==> src/rtl/wrf_pkg.sv <==
// Shared WR fabric definitions: word-type codes and the buffered entry layout.
package wrf_pkg;

   localparam logic [1:0] WRF_DATA   = 2'd0;
   localparam logic [1:0] WRF_OOB    = 2'd1;
   localparam logic [1:0] WRF_STATUS = 2'd2;
   localparam logic [1:0] WRF_USER   = 2'd3;

   // One buffered fabric word plus its framing flags (22 bits).
   typedef struct packed {
      logic        sof;
      logic        eof;
      logic        error;
      logic        bytesel;
      logic [1:0]  adr;
      logic [15:0] dat;
   } wrf_entry_t;

endpackage

==> src/rtl/wrf_sink_fifo.sv <==
// First-word-fall-through FIFO of fabric entries with an occupancy count.
// Pointers carry one extra wrap bit so full and empty are distinguishable.
module wrf_sink_fifo
   import wrf_pkg::*;
#(
   parameter int unsigned g_fifo_log2 = 4
) (
   input  logic                 clk_sys_i,
   input  logic                 rst_n_i,
   input  logic                 push_i,
   input  wrf_entry_t           wr_data_i,
   input  logic                 pop_i,
   output wrf_entry_t           rd_data_o,
   output logic                 empty_o,
   output logic [g_fifo_log2:0] count_o
);

   localparam int unsigned Depth = 2 ** g_fifo_log2;

   logic [g_fifo_log2:0] wr_ptr_q, wr_ptr_d;
   logic [g_fifo_log2:0] rd_ptr_q, rd_ptr_d;
   wrf_entry_t           mem_q [Depth];
   logic                 full;
   logic                 do_push;
   logic                 do_pop;

   assign empty_o = (wr_ptr_q == rd_ptr_q);
   assign full    = (wr_ptr_q[g_fifo_log2] != rd_ptr_q[g_fifo_log2]) &&
                    (wr_ptr_q[g_fifo_log2-1:0] == rd_ptr_q[g_fifo_log2-1:0]);

   // A push into a full FIFO is still taken when the head leaves in the same cycle.
   assign do_pop  = pop_i & ~empty_o;
   assign do_push = push_i & (~full | do_pop);

   assign count_o   = wr_ptr_q - rd_ptr_q;
   assign rd_data_o = mem_q[rd_ptr_q[g_fifo_log2-1:0]];

   // Pointer advance
   always_comb begin
      wr_ptr_d = wr_ptr_q;
      rd_ptr_d = rd_ptr_q;
      if (do_push) wr_ptr_d = wr_ptr_q + 1'b1;
      if (do_pop)  rd_ptr_d = rd_ptr_q + 1'b1;
   end

   // Pointer registers
   always_ff @(posedge clk_sys_i or negedge rst_n_i) begin
      if (!rst_n_i) begin
         wr_ptr_q <= '0;
         rd_ptr_q <= '0;
      end else begin
         wr_ptr_q <= wr_ptr_d;
         rd_ptr_q <= rd_ptr_d;
      end
   end

   // Storage array; contents are don't-care until written
   always_ff @(posedge clk_sys_i) begin
      if (do_push) mem_q[wr_ptr_q[g_fifo_log2-1:0]] <= wr_data_i;
   end

endmodule

==> src/rtl/wrf_fabric_sink_buffer.sv <==
// Receive end of the pipelined WB WR fabric. Accepts frame words as a WB slave,
// tags SOF/EOF/error through a one-word stage and replays them as valid/dreq.
module wrf_fabric_sink_buffer
   import wrf_pkg::*;
#(
   parameter int unsigned g_fifo_log2 = 4,
   parameter int unsigned g_err_bit   = 1
) (
   input  logic        clk_sys_i,
   input  logic        rst_n_i,
   input  logic        snk_cyc_i,
   input  logic        snk_stb_i,
   input  logic        snk_we_i,
   input  logic [1:0]  snk_adr_i,
   input  logic [1:0]  snk_sel_i,
   input  logic [15:0] snk_dat_i,
   output logic        snk_ack_o,
   output logic        snk_stall_o,
   output logic        snk_err_o,
   output logic [15:0] src_dat_o,
   output logic [1:0]  src_adr_o,
   output logic        src_bytesel_o,
   output logic        src_sof_o,
   output logic        src_eof_o,
   output logic        src_error_o,
   output logic        src_valid_o,
   input  logic        src_dreq_i,
   output logic [15:0] frames_o
);

   localparam int unsigned Depth = 2 ** g_fifo_log2;
   // Stall threshold leaves room for one word in flight plus the stage flush.
   localparam logic [g_fifo_log2:0] StallLevel = (g_fifo_log2 + 1)'(Depth - 2);

   logic                 cyc_q;
   logic                 stall_q, stall_d;
   logic                 ack_q, ack_d;
   logic                 rd_err_q, rd_err_d;
   logic                 frame_err_q, frame_err_d;
   logic                 sof_pend_q, sof_pend_d;
   logic                 stage_valid_q, stage_valid_d;
   wrf_entry_t           stage_q, stage_d;
   logic [15:0]          frames_q, frames_d;

   logic                 accept;
   logic                 accept_wr;
   logic                 cyc_rise;
   logic                 cyc_fall;
   logic                 push;
   wrf_entry_t           push_entry;
   logic                 pop;
   wrf_entry_t           head;
   logic                 fifo_empty;
   logic [g_fifo_log2:0] fifo_count;

   assign accept    = snk_cyc_i & snk_stb_i & ~stall_q;
   assign accept_wr = accept & snk_we_i;
   assign cyc_rise  = snk_cyc_i & ~cyc_q;
   assign cyc_fall  = ~snk_cyc_i & cyc_q;
   assign pop       = src_dreq_i & ~fifo_empty;

   // WB handshake, stage and frame-flag next state
   always_comb begin
      ack_d         = accept_wr;
      rd_err_d      = accept & ~snk_we_i;
      stall_d       = (fifo_count >= StallLevel);
      frame_err_d   = frame_err_q;
      sof_pend_d    = sof_pend_q;
      stage_valid_d = stage_valid_q;
      stage_d       = stage_q;

      if (cyc_rise) frame_err_d = 1'b0;
      if (accept_wr && (snk_adr_i == WRF_STATUS) && snk_dat_i[g_err_bit]) frame_err_d = 1'b1;

      // SOF is armed whenever no frame is open and consumed by the first write.
      if (!snk_cyc_i)     sof_pend_d = 1'b1;
      else if (accept_wr) sof_pend_d = 1'b0;

      if (accept_wr) begin
         stage_valid_d   = 1'b1;
         stage_d.sof     = sof_pend_q;
         stage_d.eof     = 1'b0;
         stage_d.error   = 1'b0;
         stage_d.bytesel = (snk_sel_i == 2'b10);
         stage_d.adr     = snk_adr_i;
         stage_d.dat     = snk_dat_i;
      end else if (cyc_fall) begin
         stage_valid_d = 1'b0;
      end
   end

   // Stage drain into the FIFO: a new write displaces the staged word, cyc fall flushes it as EOF.
   // accept_wr needs cyc high and cyc_fall needs cyc low, so at most one push per cycle.
   always_comb begin
      push       = 1'b0;
      push_entry = stage_q;
      if (accept_wr && stage_valid_q) begin
         push             = 1'b1;
         push_entry.eof   = 1'b0;
         push_entry.error = 1'b0;
      end else if (cyc_fall && stage_valid_q) begin
         push             = 1'b1;
         push_entry.eof   = 1'b1;
         push_entry.error = frame_err_q;
      end
   end

   // Frame counter advances when an EOF entry leaves the buffer
   always_comb begin
      frames_d = frames_q;
      if (pop && head.eof) frames_d = frames_q + 16'd1;
   end

   // State registers
   always_ff @(posedge clk_sys_i or negedge rst_n_i) begin
      if (!rst_n_i) begin
         cyc_q         <= 1'b0;
         stall_q       <= 1'b0;
         ack_q         <= 1'b0;
         rd_err_q      <= 1'b0;
         frame_err_q   <= 1'b0;
         sof_pend_q    <= 1'b1;
         stage_valid_q <= 1'b0;
         stage_q       <= '0;
         frames_q      <= '0;
      end else begin
         cyc_q         <= snk_cyc_i;
         stall_q       <= stall_d;
         ack_q         <= ack_d;
         rd_err_q      <= rd_err_d;
         frame_err_q   <= frame_err_d;
         sof_pend_q    <= sof_pend_d;
         stage_valid_q <= stage_valid_d;
         stage_q       <= stage_d;
         frames_q      <= frames_d;
      end
   end

   wrf_sink_fifo #(
      .g_fifo_log2 (g_fifo_log2)
   ) u_fifo (
      .clk_sys_i (clk_sys_i),
      .rst_n_i   (rst_n_i),
      .push_i    (push),
      .wr_data_i (push_entry),
      .pop_i     (pop),
      .rd_data_o (head),
      .empty_o   (fifo_empty),
      .count_o   (fifo_count)
   );

   // Source outputs are forced to zero while the buffer is empty
   always_comb begin
      src_dat_o     = '0;
      src_adr_o     = '0;
      src_bytesel_o = 1'b0;
      src_sof_o     = 1'b0;
      src_eof_o     = 1'b0;
      src_error_o   = 1'b0;
      if (!fifo_empty) begin
         src_dat_o     = head.dat;
         src_adr_o     = head.adr;
         src_bytesel_o = head.bytesel;
         src_sof_o     = head.sof;
         src_eof_o     = head.eof;
         src_error_o   = head.error;
      end
   end

   assign src_valid_o = ~fifo_empty;
   assign snk_ack_o   = ack_q;
   assign snk_stall_o = stall_q;
   assign snk_err_o   = rd_err_q;
   assign frames_o    = frames_q;

endmodule
==> config.mk <==
export PLATFORM = sky130hd
export DESIGN_NAME = wrf_fabric_sink_buffer
export DESIGN_NICKNAME = d
export VERILOG_FILES = /design/src/rtl/wrf_pkg.sv /design/src/rtl/wrf_sink_fifo.sv /design/src/rtl/wrf_fabric_sink_buffer.sv
export SDC_FILE = /design/constraint.sdc
export NUM_CORES = 1
export LEC_CHECK = 0
export CAP_MARGIN = 25
export CORE_AREA = 2 2 191 193
export CTS_BUF_LIST = sky130_fd_sc_hd__clkbuf_16
export CTS_CLUSTER_DIAMETER = 50
export CTS_CLUSTER_SIZE = 12
export DETAILED_ROUTE_END_ITERATION = 10
export DIE_AREA = 0 0 193 195
export GPL_ROUTABILITY_DRIVEN = 0
export PLACE_DENSITY = 0.62
export SETUP_SLACK_MARGIN = 0.3
export SLEW_MARGIN = 30
export SYNTH_ARGS = -nofsm -noshare
export SYNTH_HDL_FRONTEND = slang
export SYNTH_SLANG_ARGS = --single-unit
==> constraint.sdc <==
create_clock -name clk_sys_i -period 4.4 [get_ports clk_sys_i]
set_input_delay 0.66 -clock clk_sys_i [delete_from_list [all_inputs] [get_ports clk_sys_i]]
set_output_delay 0.66 -clock clk_sys_i [all_outputs]
set_load 0.01 [all_outputs]
==> results of run 1 <==
## worst paths after layout
kind | cells past startpoint | startpoint | endpoint
worst max-delay path | 5 | u_fifo.rd_ptr_q[0] | src_dat_o[12]
worst min-delay path | 1 | rst_n_i | push_entry[11]
worst max register to register | 8 | u_fifo.rd_ptr_q[0] | u_fifo.mem_q[13][0]
worst min register to register | 2 | sof_pend_q | sof_pend_q
max in group asynchronous | 3 | rst_n_i | sof_pend_q
min in group clk_sys_i | 2 | sof_pend_q | sof_pend_q
## cell families after synthesis
family / after synthesis / synth area share
xor gates and xnor gates: 28 / 0.01549
buffers and inverters: 46 / 0.01399
muxes: 113 / 0.1553
DFF: 405 / 0.7513
and+or+nand+nor: 159 / 0.04733
adders and majority gates: 11 / 0.009166
AOI/OAI and AO/OA: 17 / 0.007348
## Yosys cell counts, types with 2 or more instances
master,number
nor2_1,18
mux2_2,2
buf_1,5
nand2_1,78
xor2_1,7
nand4_1,8
o32ai_1,2
nor2b_1,3
buf_6,2
nor3_1,7
xnor2_1,21
dfrtp_1,52
inv_1,11
clkbuf_1,11
mux4_2,106
and2_1,24
a211oi_1,2
nand3_1,9
edfxtp_1,352
and3_1,4
ha_1,10
nand2b_1,3
buf_2,15
o21ai_0,6
mux2i_1,5
## cell type report
type	instances	area, µm²
clock inverter	36	251.5
multi-input combinational	328	3766
tap	461	576.8
antenna	1	2.502
clock buffer	42	1051
fill	2787	16680
timing repair buffer	106	1119
sequential	405	11910
inverter	11	41.29
## power by group
part	internal (mW)	switching, mW
combinational	1.88	1.52
clock	1.91	1.41
sequential	4.86	0.567
total	8.65	3.49
## registers in the layout, summed over array words and instances (netlist names)
name,flops
frame_err_q,1
snk_err_o,1
sof_pend_q,1
push_entry,20
stage_valid_q,1
snk_stall_o,1
u_fifo.rd_ptr_q,5
u_fifo.wr_ptr_q,5
snk_ack_o,1
u_fifo.mem_q,352
cyc_q,1
frames_o,16
## stage by stage
step | setup WS [ps] | power [mW] | util | hold WS [ps] | area (µm²)
after floorplan | 576.0 | 7.581 | - | 364.4 | 15840
after global placement | 953.7 | 8.913 | 0.4900 | 463.1 | 17350
after detailed placement | 926.6 | 8.968 | 0.4916 | 459.1 | 17400
after CTS | 343.9 | 12.28 | 0.5284 | 13.07 | 18700
after global routing | 302.6 | 12.73 | 0.5286 | 24.33 | 18710
final | 429.9 | 12.14 | 0.5287 | 10.51 | 18710
## critical path, delay by kind of cell, from the launching register on
kind                   cells  cell delay (ps)
buffers and inverters      2              810
flip-flops                 1              630
multiplexers               2             1080
AND/OR/NAND/NOR            1              180
## cells in the final DEF (no fill, tap or decap), types with 3 or more instances in the layout
cell and instances:
edfxtp_1 352, mux4_2 106, nand2_1 78, clkdlybuf4s50_1 66, dfrtp_1 50, clkbuf_16 42, inv_1 33, buf_4 28
and2_1 24, xnor2_1 21, nor2_2 13, ha_1 10, nand3_1 9, nand4_1 8, buf_12 8, xor2_1 7
nor2_1 6, o21ai_0 6, mux2i_1 5, clkinv_1 4, and3_1 4, nor3_2 4, nor2b_1 3, nand2b_1 3
nor3_1 3, bufinv_16 3, buf_16 3
## routing by layer
metal / global-route usage / vias to the layer above
li1: - / 3336
met1: 0.2572 / 3945
met2: 0.3090 / 170
met3: 0.02965 / 38
met4: 0.03676 / 0
met5: 0 / -
==> out/qor.yml, run 1 <==
route:
  drc_errors: 0
  drt_pre_antenna_iters: 5
  first_iter_violations: 655
  ant_nets: 0
  wl_per_cell_um: 23.92
  met2_length_mm: 16.94
  top_layer: "met4"
  wl_met3_mm: 1.520
  viasPerCell: 5.388
  wl_mm: 33.25
  wl_met1_mm: 14.32
  route.vias.total: 7489
yosys:
  yosysSeqAreaShare: 0.7513
  syn_nets: 816
  synth.largest_area_cell: "edfxtp_1"
  synth_edf_count: 352
  synthFlopType: "edfxtp_1"
  synth_top_area_frac: 0.6675
  ys_top_cells_by_area: "edfxtp_1, mux4_2, dfrtp_1, nand2_1, xnor2_1"
  synth_area_um2: 15840
  synthArstFlopShare: 0.1309
  syn-instance-count: 779
  synth.distinct_cells: 41
  yosys_warnings: 0
  synth_seq_cells: 405
  avgSynthCellArea_um2: 20.33
finish:
  nNetsFinal: 931
  drive_gt1_frac: 0.2392
  syn_to_final_growth_pct: 18.17
  finalNonFillerCells: 1390
clock_network:
  clockRootBuffer: "clkbuf_16"
  cts_tree: "yes"
  clk_pin_slew_ps: 60
  cts_setup_buffers: 0
  insertion_delay_ps: 540
  cts_hold_buf: 0
  cts_buffer_depth: 3
  htreeDepth: 2
  ctsResizeCount: 0
  cts_made_buffers: 42
  numClockSinks: 405
sta:
  tightest_slew_ps: 685.3
  rsz0062_at_grt: "yes"
  slew_viol_final: 0
  skew_ps: 20.38
  hold_violations: 0
  maxSlewHeadroom: 0.5427
  fmax_ghz: 0.2519
  tns_ps: 0
  fin_crit_ps: 3970
  setup_viol: 0
  period_share: 0.9023
flow_run:
  cap_violations: 0
critical_path:
  crit_chain: "buf_16 -> mux4_2 -> mux4_2 -> and2_1 -> clkdlybuf4s50_1"
  cp_max_fo: 43
  crit_slowest_cell: "dfrtp_4"
  slowest_delay_ps: 630
  cp-end-kind: "primary output"
  critPathKind: "reg2out"
  worstPathArrival_ps: 3310
  cp.required_ps: 3740
  start_kind: "flip-flop"
  r2r_slack_ps: 1120
  cpMostUsedCell: "mux4_2"
grt:
  grtUsageTotal: 0.1840
  grt_max_degree: 93
  grt_first_pass_wirelength_mm: 50.28
  grt_remaining_overflow: 0
  grt_pass1_vias: 7893
  antenna_found_initial: 1
placed_design:
  place_inst: 1311
  hpwlAfterDp_mm: 19.44
  port_buffers: 67
run_status:
  status: "finished clean"
die:
  core_um2: 35400
  fp-row-count: 69
  die_h_um: 195
  ios: 68
  die_area_um2: 37640
  dieWidth_um: 193
  start_util: 0.4474
power_and_ir_drop:
  power_density_nw_per_um2: 648.7
  peakVddDrop_mv: 0.4455
  p_leak_nw: 6.387
worst_hold_path:
  hold_class: "in2async"
Note: power is estimated with default switching activity, not from simulation.
==> run 2: changes to the inputs <==
==> constraint.sdc (replaced) <==
create_clock -name clk_sys_i -period 3.81 [get_ports clk_sys_i]
set_input_delay 0.5715 -clock clk_sys_i [delete_from_list [all_inputs] [get_ports clk_sys_i]]
set_output_delay 0.5715 -clock clk_sys_i [all_outputs]
set_load 0.01 [all_outputs]
==> out/qor.yml, run 2 (synthesized netlist as in run 1, its figures left out) <==
critical_path:
  start_kind: "flip-flop"
  crit_chain: "buf_4 -> buf_16 -> mux4_2 -> mux4_2 -> and2_1 -> clkdlybuf4s50_1"
  cp-end-kind: "primary output"
  critPathKind: "reg2out"
  slowest_delay_ps: 510
  crit_slowest_cell: "dfrtp_4"
  path_buf_inv: 3
  worstPathArrival_ps: 2960
  cp_max_fo: 12
  cpLargestDelayFamily: "multiplexers"
  cp.required_ps: 3240
  cpMostUsedCell: "mux4_2"
grt:
  grt_first_pass_wirelength_mm: 52.77
  grt_max_degree: 42
  grt_pass1_vias: 8097
  grtUsageTotal: 0.1943
  grt_remaining_overflow: 0
  antenna_found_initial: 0
finish:
  multiInputGateArea_um2: 3826
  nNetsFinal: 965
  nFillCells: 2748
  drive_gt1_frac: 0.2741
  final_common_cell: "edfxtp_1"
  layout_common_cells: "edfxtp_1, mux4_2, nand2_1, buf_4, dfrtp_1"
  largest_reg_flops: 352
  seqCellArea_um2: 11910
  diodes: 0
  finalNonFillerCells: 1424
  syn_to_final_growth_pct: 20.31
clock_network:
  cts_tree: "yes"
  cts_made_buffers: 43
  cts_buffer_depth: 3
  htreeDepth: 2
  numClockSinks: 405
  clockRootBuffer: "clkbuf_16"
  clk_pin_slew_ps: 60
  insertion_delay_ps: 540
sta:
  tns_ps: 0
  period_share: 0.9268
  skew_ps: 20.39
  tightest_slew_ps: 850.5
  rsz0062_at_grt: "yes"
  slew_viol_final: 0
  maxSlewHeadroom: 0.4330
  hold_violations: 0
  setup_viol: 0
  fin_crit_ps: 3531
  fmax_ghz: 0.2832
route:
  ant_nets: 0
  wl_per_cell_um: 25.00
  route.vias.total: 7865
  drt_pre_antenna_iters: 5
  drc_errors: 0
  wl_mm: 35.59
  first_iter_violations: 797
  viasPerCell: 5.523
die:
  die_area_um2: 37640
  ios: 68
  dieWidth_um: 193
  core_um2: 35400
  fp-row-count: 69
  start_util: 0.4474
  die_h_um: 195
run_status:
  status: "finished clean"
power_and_ir_drop:
  peakVddDrop_mv: 0.4338
  power_density_nw_per_um2: 755.9
  p_leak_nw: 6.654
placed_design:
  place_inst: 1318
  port_buffers: 67
  hpwlAfterDp_mm: 19.97
worst_hold_path:
  hold_class: "in2async"
flow_run:
  cap_violations: 0
-- run 2: changes by cell type in the layout (fill, tap and decap cells not counted), sizes merged, moves of 2 or more --
| cell | previous run | this run |
|---|---|---|
| dlymetal6s2s | 0 | 4 |
| inv | 35 | 39 |
| buf | 40 | 71 |
| dlygate4sd2 | 0 | 14 |
| clkinv | 8 | 6 |
| bufinv | 3 | 1 |
| clkbuf | 42 | 47 |
| clkdlybuf4s50 | 66 | 45 |
-- run 2: path summary, 6_finish.rpt --
kind	cells after the start	from	slack (ps)	end
worst max-delay path	6	u_fifo.rd_ptr_q[0]	280	src_dat_o[12]
worst max register to register	9	u_fifo.rd_ptr_q[0]	930	u_fifo.mem_q[7][18]
worst min-delay path	1	rst_n_i	150	frames_o[8]
min in group clk_sys_i	2	sof_pend_q	460	sof_pend_q
max in group asynchronous	2	rst_n_i	2750	sof_pend_q
worst min register to register	2	sof_pend_q	460	sof_pend_q
-- run 2: cell type report --
class                   count  area share
flip-flops and latches    405      0.6249
multi-input cells         328      0.2008
clock inverters            37     0.01084
clock buffers              43     0.05648
repair buffers            139     0.07454
inverters                  11    0.002167
well taps                 461     0.03028
-- run 2: layer usage --
layer | vias up | track usage | routed length (µm)
met5 | - | 0 | 0
li1 | 3421 | - | -
met4 | 0 | 0.04545 | 541
met3 | 49 | 0.03217 | 1937
met1 | 4167 | 0.2850 | 15530
met2 | 228 | 0.3085 | 17590
-- run 2: what timing repair did --
action,4_1_cts,5_1_grt
gates resized for setup,27,15
cloned,5,1
hold buffers,0,0
pin swaps,1,1
setup endpoints to repair,22,14
setup buffers,9,11
-- run 2: metrics by stage --
| step | hold WS, ps | area, µm² | util | setup slack (ps) | power (mW) |
|---|---|---|---|---|---|
| 2_1_floorplan | 275.9 | 15860 | - | 514.8 | 8.762 |
| 3_3_place_gp | 450.5 | 17380 | 0.4910 | 694.7 | 10.37 |
| 3_5_place_dp | 451.2 | 17380 | 0.4910 | 695.7 | 10.41 |
| 4_1_cts | 175.4 | 18940 | 0.5352 | 167.1 | 14.49 |
| 5_1_grt | 204.6 | 19050 | 0.5382 | 188.0 | 15.10 |
| 6_report | 150.8 | 19050 | 0.5382 | 279.0 | 14.40 |
-- run 2: power by group --
| part | switching [mW] | internal, mW |
|---|---|---|
| Clock | 1.64 | 2.13 |
| Combinational | 1.98 | 2.41 |
| Sequential | 0.641 | 5.61 |
